**src/rtl/seg_scan_decoder.sv**
```systemverilog
// Receive-side monitor for a multiplexed active-low seven-segment bus; decodes stable digit patterns back to BCD.
// Optional macro SEG_SCAN_DP_EN: include seg[7] (decimal point) in the stability compare and capture it per digit.
module seg_scan_decoder #(
  parameter int DIGITS        = 4,
  parameter int STABLE_CYCLES = 4
) (
  input  logic                  clk,
  input  logic                  rst_n,
  input  logic [7:0]            seg,
  input  logic [DIGITS-1:0]     an,
  output logic [4*DIGITS-1:0]   digit_bcd,
  output logic [DIGITS-1:0]     digit_valid,
  output logic [DIGITS-1:0]     dp,
  output logic                  update,
  output logic [2:0]            update_idx,
  output logic                  err
);

  localparam int CW = $clog2(STABLE_CYCLES + 1);
  localparam logic [CW-1:0] CNT_MAX = CW'(STABLE_CYCLES);
  localparam logic [CW-1:0] CNT_ONE = CW'(1);

  localparam logic [1:0] ST_IDLE     = 2'd0;
  localparam logic [1:0] ST_SETTLE   = 2'd1;
  localparam logic [1:0] ST_CAPTURED = 2'd2;

`ifdef SEG_SCAN_DP_EN
  localparam logic [7:0] CMP_MASK = 8'hFF;
`else
  localparam logic [7:0] CMP_MASK = 8'h7F;
`endif

  logic [7:0]        seg_q, seg_p;
  logic [DIGITS-1:0] an_q, an_p;
  logic [1:0]        state, state_n;
  logic [CW-1:0]     cnt, cnt_n;
  logic              capture;
  logic              selectable;
  logic              same_as_prev;
  logic [3:0]        zero_cnt;
  logic [2:0]        sel_idx;
  logic [3:0]        dec_val;
  logic              dec_hit;
  logic              dec_blank;
  logic              do_write;

  // Sample S and the previous sample P; both reset to all ones (nothing selected).
  always_ff @(posedge clk or negedge rst_n) begin
    if (!rst_n) begin
      seg_q <= '1;
      an_q  <= '1;
      seg_p <= '1;
      an_p  <= '1;
    end else begin
      seg_q <= seg;
      an_q  <= an;
      seg_p <= seg_q;
      an_p  <= an_q;
    end
  end

  assign same_as_prev = (an_q == an_p) && ((seg_q & CMP_MASK) == (seg_p & CMP_MASK));

  always_comb begin
    zero_cnt = '0;
    sel_idx  = '0;
    for (int i = 0; i < DIGITS; i++) begin
      if (!an_q[i]) begin
        zero_cnt = zero_cnt + 4'd1;
        sel_idx  = 3'(i);
      end
    end
  end

  assign selectable = (zero_cnt == 4'd1);

  // Capture fires whenever the count would reach the window length, so a window of 1 captures on entry.
  always_comb begin
    state_n = state;
    cnt_n   = cnt;
    capture = 1'b0;
    case (state)
      ST_IDLE: begin
        if (selectable) begin
          state_n = ST_SETTLE;
          cnt_n   = CNT_ONE;
        end
      end
      ST_SETTLE: begin
        if (!selectable) begin
          state_n = ST_IDLE;
          cnt_n   = '0;
        end else if (same_as_prev) begin
          if (cnt != CNT_MAX) cnt_n = cnt + CNT_ONE;
        end else begin
          cnt_n = CNT_ONE;
        end
      end
      ST_CAPTURED: begin
        if (!selectable) begin
          state_n = ST_IDLE;
          cnt_n   = '0;
        end else if (!same_as_prev) begin
          state_n = ST_SETTLE;
          cnt_n   = CNT_ONE;
        end
      end
      default: begin
        state_n = ST_IDLE;
        cnt_n   = '0;
      end
    endcase
    if (state_n == ST_SETTLE && cnt_n == CNT_MAX) begin
      capture = 1'b1;
      state_n = ST_CAPTURED;
    end
  end

  always_ff @(posedge clk or negedge rst_n) begin
    if (!rst_n) begin
      state <= ST_IDLE;
      cnt   <= '0;
    end else begin
      state <= state_n;
      cnt   <= cnt_n;
    end
  end

  always_comb begin
    dec_val   = 4'hF;
    dec_hit   = 1'b1;
    dec_blank = 1'b0;
    case (seg_q[6:0])
      7'h40: dec_val = 4'd0;
      7'h79: dec_val = 4'd1;
      7'h24: dec_val = 4'd2;
      7'h30: dec_val = 4'd3;
      7'h19: dec_val = 4'd4;
      7'h12: dec_val = 4'd5;
      7'h02: dec_val = 4'd6;
      7'h78: dec_val = 4'd7;
      7'h00: dec_val = 4'd8;
      7'h10: dec_val = 4'd9;
      7'h7F: begin
        dec_hit   = 1'b0;
        dec_blank = 1'b1;
      end
      default: dec_hit = 1'b0;
    endcase
  end

  assign do_write = capture && (dec_hit || dec_blank);

  always_ff @(posedge clk or negedge rst_n) begin
    if (!rst_n) begin
      digit_bcd   <= '1;
      digit_valid <= '0;
      update      <= 1'b0;
      update_idx  <= '0;
      err         <= 1'b0;
    end else begin
      update <= do_write;
      err    <= capture && !(dec_hit || dec_blank);
      if (do_write) update_idx <= sel_idx;
      for (int i = 0; i < DIGITS; i++) begin
        if (do_write && sel_idx == 3'(i)) begin
          digit_bcd[4*i +: 4] <= dec_val;
          digit_valid[i]      <= dec_hit;
        end
      end
    end
  end

`ifdef SEG_SCAN_DP_EN
  logic [DIGITS-1:0] dp_q;

  // Segment lines are active-low, so a low dp line means the point is lit.
  always_ff @(posedge clk or negedge rst_n) begin
    if (!rst_n) begin
      dp_q <= '0;
    end else begin
      for (int i = 0; i < DIGITS; i++) begin
        if (do_write && sel_idx == 3'(i)) dp_q[i] <= ~seg_q[7];
      end
    end
  end

  assign dp = dp_q;
`else
  assign dp = '0;
`endif

endmodule

```
**config.mk**
```make
export PLATFORM = sky130hd
export DESIGN_NAME = seg_scan_decoder
export DESIGN_NICKNAME = d
export VERILOG_FILES = /design/src/rtl/seg_scan_decoder.sv
export SDC_FILE = /design/constraint.sdc
export NUM_CORES = 1
export LEC_CHECK = 0
export CELL_PAD_IN_SITES_DETAIL_PLACEMENT = 0
export CELL_PAD_IN_SITES_GLOBAL_PLACEMENT = 1
export CORE_ASPECT_RATIO = 2
export CORE_UTILIZATION = 44
export CTS_CLUSTER_DIAMETER = 60
export DETAILED_ROUTE_END_ITERATION = 10
export PLACE_DENSITY_LB_ADDON = 0.08
export SYNTH_ARGS = -nofsm -noshare
export SYNTH_HDL_FRONTEND = slang
export SYNTH_SLANG_ARGS = --single-unit
```
**constraint.sdc**
```tcl
create_clock -name clk -period 4.6 [get_ports clk]
set_clock_uncertainty 0.2 [all_clocks]
set_input_delay 0.69 -clock clk [delete_from_list [all_inputs] [get_ports clk]]
set_output_delay 0.69 -clock clk [all_outputs]
set_load 0.005 [all_outputs]
```
==> results by group, run 1 <==
Routing
  • Routed length per instance: 17.41 um
  • Starting DRC count in detailed routing: 74
  • Vias: 1,669
  • Vias per cell: ~5.5
  • DRT Wirelength: ~5200 um
  • Post-DRT Antenna Nets: 0
  • Residual DRC: 1
  • DR pass1 iterations: 7

Pwr
  • Power Density: roughly 310 nW/um^2
  • Switching share of total power: a little over a quarter
  • P_leak: 1.265 nW
  • Final Power: 1.003 mW
  • Max VDD drop: roughly 0.34 mV
  • Reg power frac: 49.9%
  • Cell internal pwr: 0.7345 mW
  • Share of total power in combinational logic: approximately an eighth
  • Clock share of power: a little under two fifths
  • Switching power total: between 0.2 and 0.3 mW

Setup path
  • Reg2Reg Depth: 9
  • Worst Path Required: around 4.6 ns
  • Crit path DAT: around 3.8 ns
  • Setup crit start kind: flip-flop
  • Buf+Inv Stages, Crit Path: 1
  • Worst-path cell chain: inv_1 > ha_1 > xnor2_2 > ha_1 > nor3_2 > a32o_2 > a41oi_4 > a2111oi_4 > mux2_1
  • CP Class: flip-flop to flip-flop
  • Flop2flop setup slack: about 0.76 ns
  • Crit path max fanout: 7
  • Family with the most delay on the worst path: compound AO/OA/AOI/OAI gates
  • RR Endpoint: digit_valid[1]
  • Max incr delay on CP: 0.67 ns
  • CP dominant cell by count: ha_1
  • Slowest CP cell: a2111oi_4
  • Worst setup EP type: flip-flop
  • Worst flop-to-flop path startpoint: an_q[1]

Clock network
  • Clock Path Buffers: 2
  • CTS tree: yes
  • H-Tree Depth: 2
  • CTS resizes: 0
  • Post-CTS Repair Setup Buffers: 0
  • Root buffer cell: clkbuf_16
  • CTS sink count: 51
  • CTS clock-pin slew for the worst setup and hold paths: 0.07 ns
  • Total CTS buffers: 5
  • Clock latency at the later pin of the worst-skew pair: around 0.29 ns
  • Hold-fix buffers at CTS: 0

Placement
  • Setup WS pre-CTS: 0.7129 ns
  • Port Buffers: 36
  • Placed Cells: between 200 and 300
  • DP HPWL: ~3900 um
  • Routability Congestion: roughly 0.8

STA
  • Post-layout min period: 3.842 ns
  • Unrepaired setup endpoints after global routing: false
  • Final worst slack: roughly 0.76 ns
  • Worst-margin pin slew: roughly 1.1 ns
  • Final hold violation count: 0
  • Setup TNS: 0 ns
  • Rel. slew slack: a little over a quarter
  • Slew Viols, Final: 0
  • Fmax: around 260 MHz
  • Setup violations, final: 0
  • Final Cycle Share: roughly 84%

Status
  • Failing checks: design-rule violations
  • Status: finished with violations

Synth
  • Commonest cells post-synth: 38 x dfstp_2, 13 x dfrtp_1, 13 x mux2_2, 10 x mux2_1, 9 x o21ai_0
  • Unique masters post-synth: 54
  • Most used DFF post-synth: dfstp_2
  • Post-Synthesis Cell Area: around 2800 sq um
  • Fraction of registers with async set or reset after synthesis: between 90% and 100%
  • Number of flops mapped to enable cells by yosys: 0
  • Sequential fraction of the synthesis area: slightly below 50%
  • Yosys top cell area share: a little over a third
  • Post-synthesis register bit count: 51
  • Leading cell type by number of instances after synthesis: dfstp_2
  • Post-synthesis instance total: roughly 200
  • Synth warnings: 0
  • Post-synth top area cell: dfstp_2
  • Syn_area_per_cell: ~13 sq um
  • Top post-synthesis cells by area: dfstp_2 36%, dfrtp_1 12%, mux2_2 5.3%

Min path
  • HP Start: an_q[0]
  • Worst hold endpoint: an_p[0]
  • Hold Crit Depth: 0
  • Hold Path Class: flip-flop to flip-flop

Floorplanning
  • Die height: between 100 and 150 um
  • Die width: ~58 um
  • Initial core utilization: 45.81%
  • Die ar.: about 6600 sq um
  • Io pins: 43
  • Core area: approximately 6000 sq um
  • # rows: 40

Global route
  • Pin count of the biggest net entering global routing: 52
  • Initial antenna violation count: 0
  • First-pass GRT wire length: 9004 um
  • Total gr overflow: 0
  • Total track usage: between 15 and 20%
  • Vias in the first global route: 1,852

Layout
  • Final net count: approximately 260
  • N_diodes: 0
  • Share of cells above drive strength 1: 36.13%
  • Finished Layout Cells: around 300
  • P&R area growth vs syn: 16.92%

Flow run
  • Maxcap violations: 0
-- final cells by class --
cell class | instances | area [sq um]
Inverter | 8 | 30.03
Multi-Input combinational cell | 135 | 1280
Tap cell | 63 | 78.83
Fill cell | 543 | 2789
Timing Repair Buffer | 36 | 355.3
Sequential cell | 51 | 1324
Clock inverter | 3 | 23.77
Clock buffer | 5 | 125.1
-- per-stage QoR --
stage	utilization, %	hold slack [ns]	cell area, sq um
2_1_floorplan	-	0.1604	2766
3_3_place_gp	51.08	0.1828	3068
3_5_place_dp	51.08	0.1833	3068
4_1_cts	53.56	0.1946	3217
5_1_grt	53.56	0.2008	3217
6_report	53.56	0.1933	3217
-- per-layer routing --
layer  up-vias  part of all wire [%]  global-route usage (%)
met1       848                    36                   18.56
met3         5                   2.7                   3.288
met4         0                   1.7                   7.937
met2        29                    60                   34.33
met5         -                     0                       0
li1        787                     -                       -
-- registers in the layout, indices dropped and copies added (netlist names) --
register,flops
cnt,3
update_idx,2
update,1
err,1
seg_q,7
state,2
seg_p,7
digit_bcd,16
an_p,4
an_q,4
digit_valid,4
-- kinds of logic (layout without fill, tap and decap cells) --
group | count (synthesis) | in the layout | synth area share [%]
fa+ha+maj | 5 | 5 | 2.274
flops | 51 | 51 | 48.11
xor+xnor | 14 | 14 | 7.049
buf+inv | 22 | 52 | 5.912
other cells | 1 | 5 | 0.1363
compound gates | 32 | 32 | 12.87
simple gates | 54 | 54 | 13.05
mux | 25 | 25 | 10.60
-- how the worst max path moves through the flow --
stage,startpoint,end,slack (ns),depth (start not counted)
2_1_floorplan,an_q[1],digit_valid[0],1.15,9
3_3_place_gp,an_q[1],digit_valid[2],0.78,9
3_5_place_dp,an_q[1],digit_valid[1],0.71,9
4_1_cts,an_q[1],digit_valid[2],0.70,9
5_1_grt,an_q[1],digit_valid[2],0.54,9
6_report,an_q[1],digit_valid[1],0.76,9
-- cell usage in the layout, fill, tap and decap left out, types with 4 or more instances in the layout --
master,n
conb_1,5
o21ai_0,9
mux2_2,13
inv_1,8
a21oi_1,6
nand2_1,8
xnor2_2,7
nor2_1,8
a2111oi_4,5
clkdlybuf4s50_1,35
dfstp_2,38
nand3_1,5
clkbuf_16,5
mux2_1,10
nor2b_1,4
dfrtp_1,13
xnor2_1,5
nand3b_1,4
nor3_1,4
ha_1,5
-- power groups by stage --
stage	combinational, mW	sequential (mW)	clock (mW)
after global routing	0.144	0.503	0.399
after floorplan	0.117	0.491	0
after global placement	0.129	0.506	0
after detailed placement	0.131	0.508	0
after CTS	0.132	0.501	0.387
final	0.130	0.501	0.372
No activity file was read; power rests on OpenSTA's default activity.
==> run 2: changes to the inputs <==
clock period = 3.7 ns   (was 4.6 ns; I/O delays follow)
==> run 2 against run 1 <==
Compared with the run above: the flow still finishes with violations (design-rule violations); first-iteration DRC count is 28% lower; sequential power is 23% higher; register-to-register slack worse by 0.55 ns; critical path depth is 1 higher; sequential cell count stayed put; total power is 30% higher; via count is 2.3% higher; wire length hardly changed; worst hold slack worse by 0.00066 ns; clock power is 38% higher; final cell count is 3.3% higher; combinational power is 36% higher.
==> results by group, run 2 (synthesized netlist as in run 1, its figures left out) <==
Pwr
  • Power Density: 394.9 nW/um^2 (+27%)
  • Final Power: 1.308 mW (+30%)
  • Max VDD drop: 0.4098 mV (+20%)
  • P_leak: 1.334 nW (+5.4%)

Clock network
  • Clock Path Buffers: 2 (unchanged)
  • CTS sink count: 51 (unchanged)
  • Clock latency at the later pin of the worst-skew pair: 0.29 ns (about the same)
  • Root buffer cell: clkbuf_16
  • CTS clock-pin slew for the worst setup and hold paths: 0.06 ns (about the same)
  • H-Tree Depth: 2 (unchanged)
  • Hold-fix buffers at CTS: 0 (unchanged)
  • Post-CTS Repair Setup Buffers: 0 (unchanged)
  • CTS tree: yes
  • Total CTS buffers: 5 (unchanged)
  • CTS resizes: 0 (unchanged)

Global route
  • Total track usage: 18.03% (-0.11 points)
  • Total gr overflow: 0 (unchanged)
  • Pin count of the biggest net entering global routing: 52 (unchanged)
  • First-pass GRT wire length: 8921 um (-0.92%)
  • Vias in the first global route: 1,852 (unchanged)
  • Initial antenna violation count: 0 (unchanged)

STA
  • Final Cycle Share: 94.47% (+11 points)
  • Unrepaired setup endpoints after global routing: false
  • Worst-margin pin slew: 1.100 ns (+0.007161 ns)
  • Final hold violation count: 0 (unchanged)
  • Post-layout min period: 3.495 ns (-0.3468 ns)
  • Fmax: 286.1 MHz (+9.9%)
  • Setup violations, final: 0 (unchanged)
  • Slew Viols, Final: 0 (unchanged)
  • Rel. slew slack: 26.66% (-0.48 points)
  • Setup TNS: 0 ns (unchanged)

Placement
  • Port Buffers: 36 (unchanged)
  • Routability Congestion: 0.7979 (about the same)
  • Placement Cell Area: 3143 sq um (+2.4%)
  • Placed Cells: 303 (+3.4%)
  • DP HPWL: 3948 um (+0.61%)

Floorplanning
  • Core area: 6006 sq um (unchanged)
  • Io pins: 43 (unchanged)
  • Initial core utilization: 45.81% (unchanged)
  • Die height: 113.8 um (unchanged)
  • Die width: 57.92 um (unchanged)
  • # rows: 40 (unchanged)
  • Die ar.: 6592 sq um (unchanged)

Layout
  • Share of cells above drive strength 1: 38.71% (+2.6 points)
  • Most flop-heavy register: digit_bcd
  • Commonest non-fill, non-tap cell in the layout: dfstp_2
  • P&R area growth vs syn: 20.37%
  • Max reg flops: 16 (unchanged)
  • Commonest non-fill, non-tap cells in the layout: 38 x dfstp_2, 35 x clkdlybuf4s50_1, 13 x mux2_2, 13 x dfrtp_1
  • Fill cells: 528 (-2.8%)
  • Finished Layout Cells: 311 (+3.3%)
  • Final net count: 266 (+3.9%)
  • Fin area: 3312 sq um (+3.0%)
  • Biggest regs: digit_bcd: 16 flops, seg_p: 7 flops, seg_q: 7 flops
  • N_diodes: 0 (unchanged)

Routing
  • Vias: 1,708 (+2.3%)
  • DR pass1 iterations: 7 (unchanged)
  • Starting DRC count in detailed routing: 53 (-28%)
  • DRT Wirelength: 5241 um (about the same)
  • Vias per cell: 5.492 (-0.95%)
  • Routed length per instance: 16.85 um (-3.2%)
  • Post-DRT Antenna Nets: 0 (unchanged)
  • Residual DRC: 1 (unchanged)

Status
  • Failing checks: design-rule violations
  • Status: finished with violations

Setup path
  • CP Class: flip-flop to flip-flop
  • CP startpoint: an_q[0]
  • Flop2flop setup slack: 0.20 ns (-0.55 ns)
  • Worst Setup EP: digit_valid[3]
  • Worst flop-to-flop path startpoint: an_q[0]
  • Crit path max fanout: 7 (unchanged)
  • Setup crit start kind: flip-flop
  • Reg2Reg Depth: 10 (+1)
  • RR Endpoint: digit_valid[3]
  • Worst Path Required: 3.67 ns (-0.91 ns)
  • Crit path DAT: 3.46 ns (-0.36 ns)
  • Worst setup EP type: flip-flop

Min path
  • Hold Path Class: flip-flop to flip-flop

Flow run
  • Maxcap violations: 0 (unchanged)
run 2: cell count changes in the layout (fill, tap and decap cells not counted):
cell,delta
clkinvlp_4,-2
bufinv_16,+1
inv_6,-1
buf_4,+10
clkinv_4,+1
clkinv_2,+1
run 2: stage by stage:
step / worst slack (ns) / hold WS (ns) / utilization [%]
finish: 0.2047 / 0.1926 / 55.15
global route: 0.01654 / 0.2002 / 55.15
CTS: 0.1599 / 0.1949 / 55.15
detailed placement: 0.1937 / 0.1817 / 52.33
global placement: 0.2852 / 0.1818 / 52.33
floorplan: 0.2516 / 0.05941 / -
run 2: area by class of cell:
cell class,count,area [sq um],area share (%)
Multi-Input combinational cell,135,1280,38.65
Inverter,8,30.03,0.9067
Clock inverter,3,43.79,1.322
Clock buffer,5,125.1,3.778
Sequential cell,51,1324,39.97
Timing Repair Buffer,46,430.4,13.00
Tap cell,63,78.83,2.380
run 2: how the worst min path moves through the flow:
| stage | endpoint | slack, ns | depth (start not counted) | from |
|---|---|---|---|---|
| floorplan | cnt[0] | 0.06 | 0 | rst_n |
| global placement | an_p[0] | 0.18 | 0 | an_q[0] |
| detailed placement | an_p[0] | 0.18 | 0 | an_q[0] |
| CTS | an_p[0] | 0.19 | 0 | an_q[0] |
| global route | an_p[0] | 0.20 | 0 | an_q[0] |
| finish | an_p[0] | 0.19 | 0 | an_q[0] |
run 2: report_power, final:
group | internal, mW | switching (mW)
clock network | 0.319 | 0.195
registers | 0.588 | 0.0290
logic | 0.0809 | 0.0965
run 2: layer usage:
metal / part of all wire [%] / global-route usage, % / routed length, um / vias to the layer above
li1: - / - / - / 804
met4: 3.2 / 9.524 / 167 / 0
met1: 36 / 18.88 / 1879 / 857
met2: 59 / 33.10 / 3074 / 35
met5: 0 / 0 / 0 / -
met3: 2.3 / 2.948 / 120 / 12
run 2: worst max-delay path, cell delays in order (launching register included):
cell	delay [ns]
dfstp_2	0.56
inv_1	0.05
ha_1	0.33
xnor2_2	0.19
ha_1	0.19
xor2_1	0.27
a32o_2	0.34
a41oi_4	0.30
a2111oi_4	0.38
buf_4	0.21
mux2_1	0.34
